$ cat src/rtl/regfile_csr_exu_if.sv
// regfile_csr_exu_if: data memory port between the execute unit and the memory
interface regfile_csr_exu_if;
   logic [31:0] mem_addr;
   logic        mem_ren;
   logic        mem_wen;
   logic [3:0]  mem_wmask;
   logic [31:0] mem_wdata;
   logic [31:0] mem_rdata;
   modport master (output mem_addr, mem_ren, mem_wen, mem_wmask, mem_wdata, input mem_rdata);
   modport slave (input mem_addr, mem_ren, mem_wen, mem_wmask, mem_wdata, output mem_rdata);
endinterface

$ cat src/rtl/regfile_csr_exu.sv
// regfile_csr_exu: RV32 GPR file, M-mode CSRs and execute unit (ALU, branch, load/store)
module regfile_csr_exu #(
   parameter int XLEN  = 32,
   parameter int RADDR = 5,
   parameter int CADDR = 12,
   parameter int OPTW  = 4
) (
   input  logic             clk,
   input  logic             rst,
   input  logic [RADDR-1:0] raddr1,
   input  logic [RADDR-1:0] raddr2,
   input  logic [RADDR-1:0] waddr,
   input  logic             wen,
   input  logic [XLEN-1:0]  wdata,
   output logic [XLEN-1:0]  rdata1,
   output logic [XLEN-1:0]  rdata2,
   output logic             a0_zero,
   input  logic [CADDR-1:0] csr_addr,
   input  logic             csr_wen,
   input  logic [XLEN-1:0]  csr_wdata,
   input  logic             ecall,
   input  logic             mret,
   input  logic [XLEN-1:0]  pc,
   output logic [XLEN-1:0]  csr_rdata,
   output logic [XLEN-1:0]  mstatus,
   output logic [XLEN-1:0]  mtvec,
   output logic [XLEN-1:0]  mepc,
   output logic [XLEN-1:0]  mcause,
   input  logic [XLEN-1:0]  imm,
   input  logic [1:0]       src_sel,
   input  logic [OPTW-1:0]  exu_opt,
   input  logic [OPTW-1:0]  load_opt,
   input  logic [OPTW-1:0]  store_opt,
   input  logic [OPTW-1:0]  brch_opt,
   input  logic             if_unsigned,
   output logic [XLEN-1:0]  res,
   output logic             zero,
   regfile_csr_exu_if.master mem
);
   logic [XLEN-1:0] gpr [2**RADDR];
   logic [XLEN-1:0] a, b, alu, addr, ld_word, ld_val;
   logic [1:0]      off;
   logic            lt, eq, lts, ltu, st, ld;
   // x0 is never written, so it stays at its reset value of zero
   always_ff @(posedge clk or posedge rst)
      if (rst) for (int i = 0; i < 2**RADDR; i++) gpr[i] <= '0;
      else if (wen && waddr != '0) gpr[waddr] <= wdata;
   assign rdata1  = gpr[raddr1];
   assign rdata2  = gpr[raddr2];
   assign a0_zero = gpr[10] == '0;
   // mstatus fields: MIE bit 3, MPIE bit 7, MPP bits 12:11
   always_ff @(posedge clk or posedge rst)
      if (rst) begin
         mstatus <= XLEN'(32'h1800);
         mtvec   <= '0;
         mepc    <= '0;
         mcause  <= '0;
      end else if (ecall) begin
         mepc    <= pc;
         mcause  <= XLEN'(11);
         mstatus <= {mstatus[XLEN-1:13], 2'b11, mstatus[10:8], mstatus[3], mstatus[6:4], 1'b0, mstatus[2:0]};
      end else if (mret)
         mstatus <= {mstatus[XLEN-1:13], 2'b11, mstatus[10:8], 1'b1, mstatus[6:4], mstatus[7], mstatus[2:0]};
      else if (csr_wen)
         case (csr_addr)
            12'h300: mstatus <= csr_wdata;
            12'h305: mtvec   <= csr_wdata;
            12'h341: mepc    <= csr_wdata;
            12'h342: mcause  <= csr_wdata;
            default: ;
         endcase
   assign csr_rdata = csr_addr == 12'h300 ? mstatus :
                      csr_addr == 12'h305 ? mtvec :
                      csr_addr == 12'h341 ? mepc :
                      csr_addr == 12'h342 ? mcause : '0;
   assign a  = src_sel == 2'd2 ? pc : rdata1;
   assign b  = src_sel == 2'd0 ? rdata2 : src_sel == 2'd3 ? csr_rdata : imm;
   assign lt = if_unsigned ? a < b : $signed(a) < $signed(b);
   always_comb begin
      alu = '0;
      case (exu_opt)
         4'd0: alu = a + b;
         4'd1: alu = a - b;
         4'd2: alu = a << b[4:0];
         4'd3: alu = {{(XLEN-1){1'b0}}, lt};
         4'd4: alu = a ^ b;
         4'd5: alu = a >> b[4:0];
         4'd6: alu = XLEN'($signed(a) >>> b[4:0]);
         4'd7: alu = a | b;
         4'd8: alu = a & b;
         4'd9: alu = b;
         default: alu = '0;
      endcase
   end
   assign eq   = rdata1 == rdata2;
   assign lts  = $signed(rdata1) < $signed(rdata2);
   assign ltu  = rdata1 < rdata2;
   assign zero = brch_opt == 4'd1 ? eq :
                 brch_opt == 4'd2 ? !eq :
                 brch_opt == 4'd3 ? lts :
                 brch_opt == 4'd4 ? !lts :
                 brch_opt == 4'd5 ? ltu :
                 brch_opt == 4'd6 ? !ltu : 1'b0;
   // a valid store code takes the memory port even when a load code is also present
   assign addr    = rdata1 + imm;
   assign off     = addr[1:0];
   assign st      = store_opt != '0 && store_opt <= 4'd3;
   assign ld      = !st && load_opt != '0 && load_opt <= 4'd5;
   assign ld_word = mem.mem_rdata >> {off, 3'b000};
   assign ld_val  = load_opt == 4'd1 ? {{(XLEN-8){ld_word[7]}}, ld_word[7:0]} :
                    load_opt == 4'd2 ? {{(XLEN-16){ld_word[15]}}, ld_word[15:0]} :
                    load_opt == 4'd4 ? {{(XLEN-8){1'b0}}, ld_word[7:0]} :
                    load_opt == 4'd5 ? {{(XLEN-16){1'b0}}, ld_word[15:0]} : ld_word;
   assign mem.mem_addr  = addr;
   assign mem.mem_ren   = ld;
   assign mem.mem_wen   = st;
   assign mem.mem_wmask = st ? 4'((store_opt == 4'd1 ? 4'b0001 : store_opt == 4'd2 ? 4'b0011 : 4'b1111) << off) : 4'b0000;
   assign mem.mem_wdata = rdata2 << {off, 3'b000};
   assign res = ld ? ld_val : alu;
endmodule

$ cat src/flat_wrapper.sv
// flat-port wrapper written by rule: the top's interface ports become plain ports
module regfile_csr_exu_flat 
#(
   parameter int XLEN  = 32,
   parameter int RADDR = 5,
   parameter int CADDR = 12,
   parameter int OPTW  = 4
)
  (clk, rst, raddr1, raddr2, waddr, wen, wdata, rdata1, rdata2, a0_zero, csr_addr, csr_wen, csr_wdata, ecall, mret, pc, csr_rdata, mstatus, mtvec, mepc, mcause, imm, src_sel, exu_opt, load_opt, store_opt, brch_opt, if_unsigned, res, zero, mem_mem_addr, mem_mem_ren, mem_mem_wen, mem_mem_wmask, mem_mem_wdata, mem_mem_rdata);
  regfile_csr_exu_if mem_i ();
  input  logic clk;
  input  logic rst;
  input  logic [RADDR-1:0] raddr1;
  input  logic [RADDR-1:0] raddr2;
  input  logic [RADDR-1:0] waddr;
  input  logic wen;
  input  logic [XLEN-1:0] wdata;
  output logic [XLEN-1:0] rdata1;
  output logic [XLEN-1:0] rdata2;
  output logic a0_zero;
  input  logic [CADDR-1:0] csr_addr;
  input  logic csr_wen;
  input  logic [XLEN-1:0] csr_wdata;
  input  logic ecall;
  input  logic mret;
  input  logic [XLEN-1:0] pc;
  output logic [XLEN-1:0] csr_rdata;
  output logic [XLEN-1:0] mstatus;
  output logic [XLEN-1:0] mtvec;
  output logic [XLEN-1:0] mepc;
  output logic [XLEN-1:0] mcause;
  input  logic [XLEN-1:0] imm;
  input  logic [1:0] src_sel;
  input  logic [OPTW-1:0] exu_opt;
  input  logic [OPTW-1:0] load_opt;
  input  logic [OPTW-1:0] store_opt;
  input  logic [OPTW-1:0] brch_opt;
  input  logic if_unsigned;
  output logic [XLEN-1:0] res;
  output logic zero;
  output wire logic [$bits(mem_i.mem_addr)-1:0] mem_mem_addr;
  output wire logic [$bits(mem_i.mem_ren)-1:0] mem_mem_ren;
  output wire logic [$bits(mem_i.mem_wen)-1:0] mem_mem_wen;
  output wire logic [$bits(mem_i.mem_wmask)-1:0] mem_mem_wmask;
  output wire logic [$bits(mem_i.mem_wdata)-1:0] mem_mem_wdata;
  input wire logic [$bits(mem_i.mem_rdata)-1:0] mem_mem_rdata;
  assign mem_mem_addr = mem_i.mem_addr;
  assign mem_mem_ren = mem_i.mem_ren;
  assign mem_mem_wen = mem_i.mem_wen;
  assign mem_mem_wmask = mem_i.mem_wmask;
  assign mem_mem_wdata = mem_i.mem_wdata;
  assign mem_i.mem_rdata = mem_mem_rdata;
  regfile_csr_exu #(.XLEN(XLEN), .RADDR(RADDR), .CADDR(CADDR), .OPTW(OPTW)) u_core (.clk(clk), .rst(rst), .raddr1(raddr1), .raddr2(raddr2), .waddr(waddr), .wen(wen), .wdata(wdata), .rdata1(rdata1), .rdata2(rdata2), .a0_zero(a0_zero), .csr_addr(csr_addr), .csr_wen(csr_wen), .csr_wdata(csr_wdata), .ecall(ecall), .mret(mret), .pc(pc), .csr_rdata(csr_rdata), .mstatus(mstatus), .mtvec(mtvec), .mepc(mepc), .mcause(mcause), .imm(imm), .src_sel(src_sel), .exu_opt(exu_opt), .load_opt(load_opt), .store_opt(store_opt), .brch_opt(brch_opt), .if_unsigned(if_unsigned), .res(res), .zero(zero), .mem(mem_i));
endmodule
$ cat config.mk
export PLATFORM = sky130hd
export DESIGN_NAME = regfile_csr_exu_flat
export DESIGN_NICKNAME = d
export VERILOG_FILES = /design/src/rtl/regfile_csr_exu_if.sv /design/src/rtl/regfile_csr_exu.sv /design/src/flat_wrapper.sv
export SDC_FILE = /design/constraint.sdc
export NUM_CORES = 2
export LEC_CHECK = 0
export ABC_AREA = 1
export ABC_CLOCK_PERIOD_IN_PS = 44400
export BUFFER_PORTS_ARGS = -buffer_cell sky130_fd_sc_hd__buf_2
export CAP_MARGIN = 20
export CELL_PAD_IN_SITES_DETAIL_PLACEMENT = 1
export CELL_PAD_IN_SITES_GLOBAL_PLACEMENT = 1
export CORE_MARGIN = 3
export CORE_UTILIZATION = 27
export CTS_CLUSTER_SIZE = 40
export DETAILED_ROUTE_END_ITERATION = 7
export PLACE_DENSITY_LB_ADDON = 0.1
export RECOVER_POWER = 100
export SLEW_MARGIN = 20
export SYNTH_ARGS = -nofsm -noshare
export SYNTH_HDL_FRONTEND = slang
export SYNTH_SLANG_ARGS = --single-unit
$ cat constraint.sdc
create_clock -name clk -period 44.4 [get_ports clk]
set_clock_uncertainty 0.05 [all_clocks]
set_input_delay 8.88 -clock clk [delete_from_list [all_inputs] [get_ports clk]]
set_output_delay 8.88 -clock clk [all_outputs]
set_load 0.005 [all_outputs]
Word level (Yosys, flattened, before mapping)
Index checks and enable logic that the tools add are counted.
- add/subtract/negate cells: 3
- reductions and logical operators: 25
- multiplexer cells: 44
- bitwise operators: 8
- equality and inequality tests: 29
- shifts and indexed selects: 6
- order comparisons: 10
- operators by type and width (cell ; number):
    bitwise mux 1024 bit ; 1
    2-to-1 mux 32 bit ; 25
    binary-select mux 32 bit (select 5 bit) ; 2
    one-hot mux 32 bit (10 select lines) ; 1
    demux 32 bit (select 5 bit) ; 1
    < comparator 32 bit ; 4
    adder 32 bit ; 2
    left shift 32 x 5 -> 32 bit ; 2
    >> shifter 32 x 5 -> 32 bit ; 2
    2-to-1 mux 13 bit ; 4
    == test 12 x 10 -> 1 bit, second input constant ; 4
    == test 4 x 3 -> 1 bit, second input constant ; 9
    bitwise AND 32 bit ; 1
    == test 32 bit ; 1
    zero test 32 bit ; 1
    bitwise OR 32 bit ; 1
    >>> shifter 32 x 5 -> 32 bit ; 1
    subtractor 32 bit ; 1
    bitwise XOR 32 bit ; 1
    == test 4 x 2 -> 1 bit, second input constant ; 6
    greater-or-equal comparator 6 bit, second input constant ; 3
    inverter 5 -> 6 bit ; 3
    == test 4 x 1 -> 1 bit, second input constant ; 4
    2-to-1 mux 4 bit ; 3
    20 further kinds ; 42
- flip-flop bits (word level): 1152
- output and inout port bits: 328
- input bits: 212
- word-level logic and storage cells: 162

Depth between registers and ports, before layout
- depth after elaboration: 12
- gate-level depth with buffers: 36
- depth with buffers taken out: 33

Worst setup path before layout
Ideal clock, no wire load.
- path type: input-to-output
- start point: input port raddr2[0]
- end point: output port res[30]
- stages on the path: 32
- arrival time: 12.488 ns
- buffers on the path: 6
- path slack: 22.982 ns
- cell sequence: buf_6 > buf_12 > buf_12 > buf_6 > buf_4 > buf_2 > a21oi_1 > o21ai_0 > nand3_1 > nand3_1 > nand3_1 > nand2_2 > o211ai_2 > inv_1 > ha_1 > inv_1 > o21ai_0 > a21oi_1 > nand2_1 > nand2_1 > nand3_1 > nand2_1 > nand2_1 > a21oi_1 > o21ai_1 > or2_2 > nand3_1 > o21ai_1 > inv_1 > nand3_1 > nand2_1 > nand2_1
- word-level cells in the longest chain between the ends: 8
- elaborated cells between the ends (all ways): 15
- ends and longest elaborated chain (item ; line ; source):
    from (decl) ; flat_wrapper.sv:14 ; input logic [RADDR-1:0] raddr2;
    inverter 5 -> 6 bit (not written as such) * ; regfile_csr_exu.sv:49 ; assign rdata2 = gpr[raddr2];
    binary-select mux 32 bit (select 5 bit) * ; regfile_csr_exu.sv:49 ;
    2-to-1 mux 32 bit (not written as such) * (2 in series) ; regfile_csr_exu.sv:49 ;
    via rdata2[7] ; flat_wrapper.sv:19 ; output logic [XLEN-1:0] rdata2;
    2-to-1 mux 32 bit * ; regfile_csr_exu.sv:77 ; assign b = src_sel == 2'd0 ? rdata2 : src_sel == 2'd3 ? csr_rdata : imm;
    subtractor 32 bit or adder 32 bit (tied branches) ; regfile_csr_exu.sv:83, regfile_csr_exu.sv:82 ;
    one-hot mux 32 bit (10 select lines) * ; regfile_csr_exu.sv:81 ; case (exu_opt)
    2-to-1 mux 32 bit * ; regfile_csr_exu.sv:119 ; assign res = ld ? ld_val : alu;
    to (decl) ; flat_wrapper.sv:39 ; output logic [XLEN-1:0] res;
The timed path passes the listed nets; every way through them passes the cells marked *. The select of a mux whose other input is x is not followed.

Worst setup path after layout
- start point: input port raddr2[0]
- end point: output port res[31]
- word-level cells in the longest chain between the ends: 8
- elaborated cells between the ends (all ways): 15
- ends and longest elaborated chain (item ; line ; source):
    inverter 5 -> 6 bit (not written as such) * ; regfile_csr_exu.sv:49 ;
    binary-select mux 32 bit (select 5 bit) * ; regfile_csr_exu.sv:49 ;
    2-to-1 mux 32 bit (not written as such) * (2 in series) ; regfile_csr_exu.sv:49 ;
    2-to-1 mux 32 bit * ; regfile_csr_exu.sv:77 ;
    subtractor 32 bit, or another cell as far along ; regfile_csr_exu.sv:83 ; 4'd1: alu = a - b;
    one-hot mux 32 bit (10 select lines) * ; regfile_csr_exu.sv:81 ;
    2-to-1 mux 32 bit * ; regfile_csr_exu.sv:119 ;
Mark *: on every way between the ends. The rest lies on a longest branch, timed or not. The select of a mux whose other input is x is not followed.

==> impl_metrics.tcl <==
set metrics [dict create \
    status "finished, violations left" \
    violations "capacitance limit, slew limit" \
    post-place-cells 15300 \
    grt_pass1_vias 85760 \
    crit_type "input pin to primary output" \
    holdPathEnd "u_core.gpr[993]" \
    hold_path_depth 0 \
    dominantRegCellSynth "dfrtp_1" \
    via_per_inst 5.488 \
    initial_core_util_pct 27.14 \
    cts_sinks 1152 \
    die_area_um2 296400 \
    synth-edff-count 0 \
    clk_latency_ns 0.82 \
    peakVddDrop_v 0.00002740 \
    critPathSlowestCell "clkinvlp_2" \
    wl_um 465800 \
    tightestPinTransition_ns 7.918 \
    slowest_delay_ns 5.60 \
    async_flop_share_pct 100.0 \
    cts_buffers 160 \
    cts_tree "done" \
    port_buffers 539 \
    stdcell_count 15590 \
    post_dp_cell_area_um2 83110 \
    fin_nets 12060 \
    drtAntennaViolNets 0 \
    max_cap_violations 93 \
    final.setup.tns_ns 0 \
    p_leak_nw 41.21 \
    antenna_found_initial 44 \
    syn-cell-area_um2 78280 \
    grt_overflow 0 \
    avgSynthCellArea_um2 6.697 \
    syn-num-nets 12060 \
    clkTransAtPathRegs_ns 0.06 \
    drt_iter0_drc 7638 \
    place.gp.congestion 0.9491 \
    setup_violations 0 \
    crit_required_ns 35.47 \
    rsz0062_at_grt "no" \
    cts_max_level 4 \
    hp-start "u_core.gpr[993]" \
    finalCoreUtilization_pct 30.28 \
    slew_headroom_pct -427.9 \
    num_rows 197 \
    timing.fmax_mhz 28.91 \
    whs_ns 0.3501 \
    synth_warnings 0 \
    fin_total_pwr_mw 3.774 \
    ys_ff_latch 1152 \
    crit_top_cell "nand2_1" \
    rr_startpoint "u_core.gpr[686]" \
    place_ws_ns 18.89 \
    cp.arrival_ns 25.66 \
    reg2regPathDepth 2 \
    post_cts_buffers 0 \
    final_area_um2 87320 \
    die_h_um 544.4 \
    drv_slew 4276 \
    core-area_um2 288400 \
    area_delta_synth_final_pct 11.55 \
    drive_gt1_share_pct 6.787 \
    grt_max_degree 149 \
    cts_resized 0 \
    worst-path-max-fanout 132 \
    root_buffer "clkbuf_16" \
    firstDrtPassIters 5 \
    drcViolationCount 0 \
    synthCells 11690 \
    endpoint_kind "primary output" \
    r2r_slack_ns 43.31 \
    hold_viol_final 0 \
    cts_hold_buf 0 \
    synth_cell_types 69 \
    die_x_um 544.4 \
    fin_crit_sh_pct 77.90 \
    critPathLaunchType "input pin" \
    fin_crit_ns 34.59 \
    track_usage_pct 30.46 \
    power_density_nw_per_um2 43.23 \
    timing.rr.end "u_core.gpr[686]" \
    place_hpwl_um 310600 \
    route.vias.total 85550 \
    grt_pass1_wl_um 656500 \
    wl_per_cell_um 29.88 \
    postLayoutSetupSlackWorst_ns 9.811 \
    io_pins 540 \
    ys_seq_area_share_pct 36.83 \
    hp-class "flop to flop" \
    cts_buffer_depth 4 \
]
flip-flops by register name (all words and copies together), names as in the netlist:
register	flops
u_core.gpr	1024
u_core.mtvec	32
u_core.mepc	32
u_core.mstatus	32
u_core.mcause	32
report_power, final:
| part | total (mW) | internal [mW] | switching [mW] |
|---|---|---|---|
| Clock | 1.30 | 0.776 | 0.525 |
| Combinational | 1.11 | 0.317 | 0.791 |
| Sequential | 1.37 | 1.24 | 0.130 |
| Total | 3.77 | 2.33 | 1.45 |
metal layers:
metal	vias to the layer above	track usage, %	share of wire (%)
li1	38510	-	-
met1	43670	41.08	45
met2	2691	49.22	45
met3	667	3.817	5.4
met4	12	12.35	4.7
met5	-	0	0.018
cell usage after synthesis, types with 36 or more instances:
library cell	number	area [um2]
nor3_1	36	180.2
a21oi_1	732	3664
o211ai_1	103	773.2
ha_1	160	2002
buf_4	68	510.5
nand2_1	3310	12420
nand3_1	1540	7707
o221ai_1	42	367.9
buf_2	265	1326
o21ai_0	1742	8718
dfrtp_1	1150	28780
buf_1	46	172.7
nor2_1	459	1723
buf_6	57	641.9
nand4_1	49	306.5
clkbuf_1	444	1667
inv_1	1004	3769
o21ai_1	59	295.3
or2_2	70	437.9
worst max-delay path: cells and delay by family:
kind,cells,cell delay [ns]
AO/OA/AOI/OAI,5,1.39
adder cells (fa/ha/maj),1,0.47
buffers and inverters,7,11.62
AND/OR/NAND/NOR,17,2.94
kinds of logic (layout without fill, tap and decap cells):
logic type      Yosys count  in the layout  share of synthesized area (%)
simple gates           5554           5554                          30.06
other cells               0             20                              0
buf+inv                1942           2041                          10.80
fa+ha+maj               163            163                          2.634
compound gates         2840           2840                          19.26
xor+xnor                 37             37                         0.4140
flops                  1152           1152                          36.83
layout by cell type (no fill, tap or decap), types with 35 or more instances in the layout:
cell type / instances
o211ai_1: 103
nand4_1: 49
inv_1: 1003
buf_2: 269
clkbuf_16: 161
dfrtp_1: 1150
clkbuf_1: 378
o221ai_1: 42
buf_4: 98
nand2_1: 3311
nor2_1: 458
nor3_1: 35
clkbuf_8: 41
o21ai_1: 52
o21ai_0: 1749
or2_2: 70
nand3_1: 1541
a21oi_1: 732
ha_1: 159
how the worst max path moves through the flow:
stage	slack (ns)	start	endpoint
floorplan	3.03	rst	u_core.gpr[0]
global placement	18.81	raddr2[0]	res[31]
detailed placement	18.89	raddr2[0]	res[31]
CTS	18.86	raddr2[0]	res[31]
global route	9.21	raddr2[0]	res[28]
finish	9.81	raddr2[0]	res[31]
layout make-up:
class / count / area [um2]
fill: 36210 / 201100
multi-input combinational: 8594 / 41010
sequential: 1152 / 28830
tap: 3781 / 4731
clock buffer: 235 / 4717
inverter: 1047 / 3975
timing repair buffer: 726 / 3608
clock inverter: 33 / 390.4
antenna: 20 / 50.05
No activity file was read; power rests on OpenSTA's default activity.
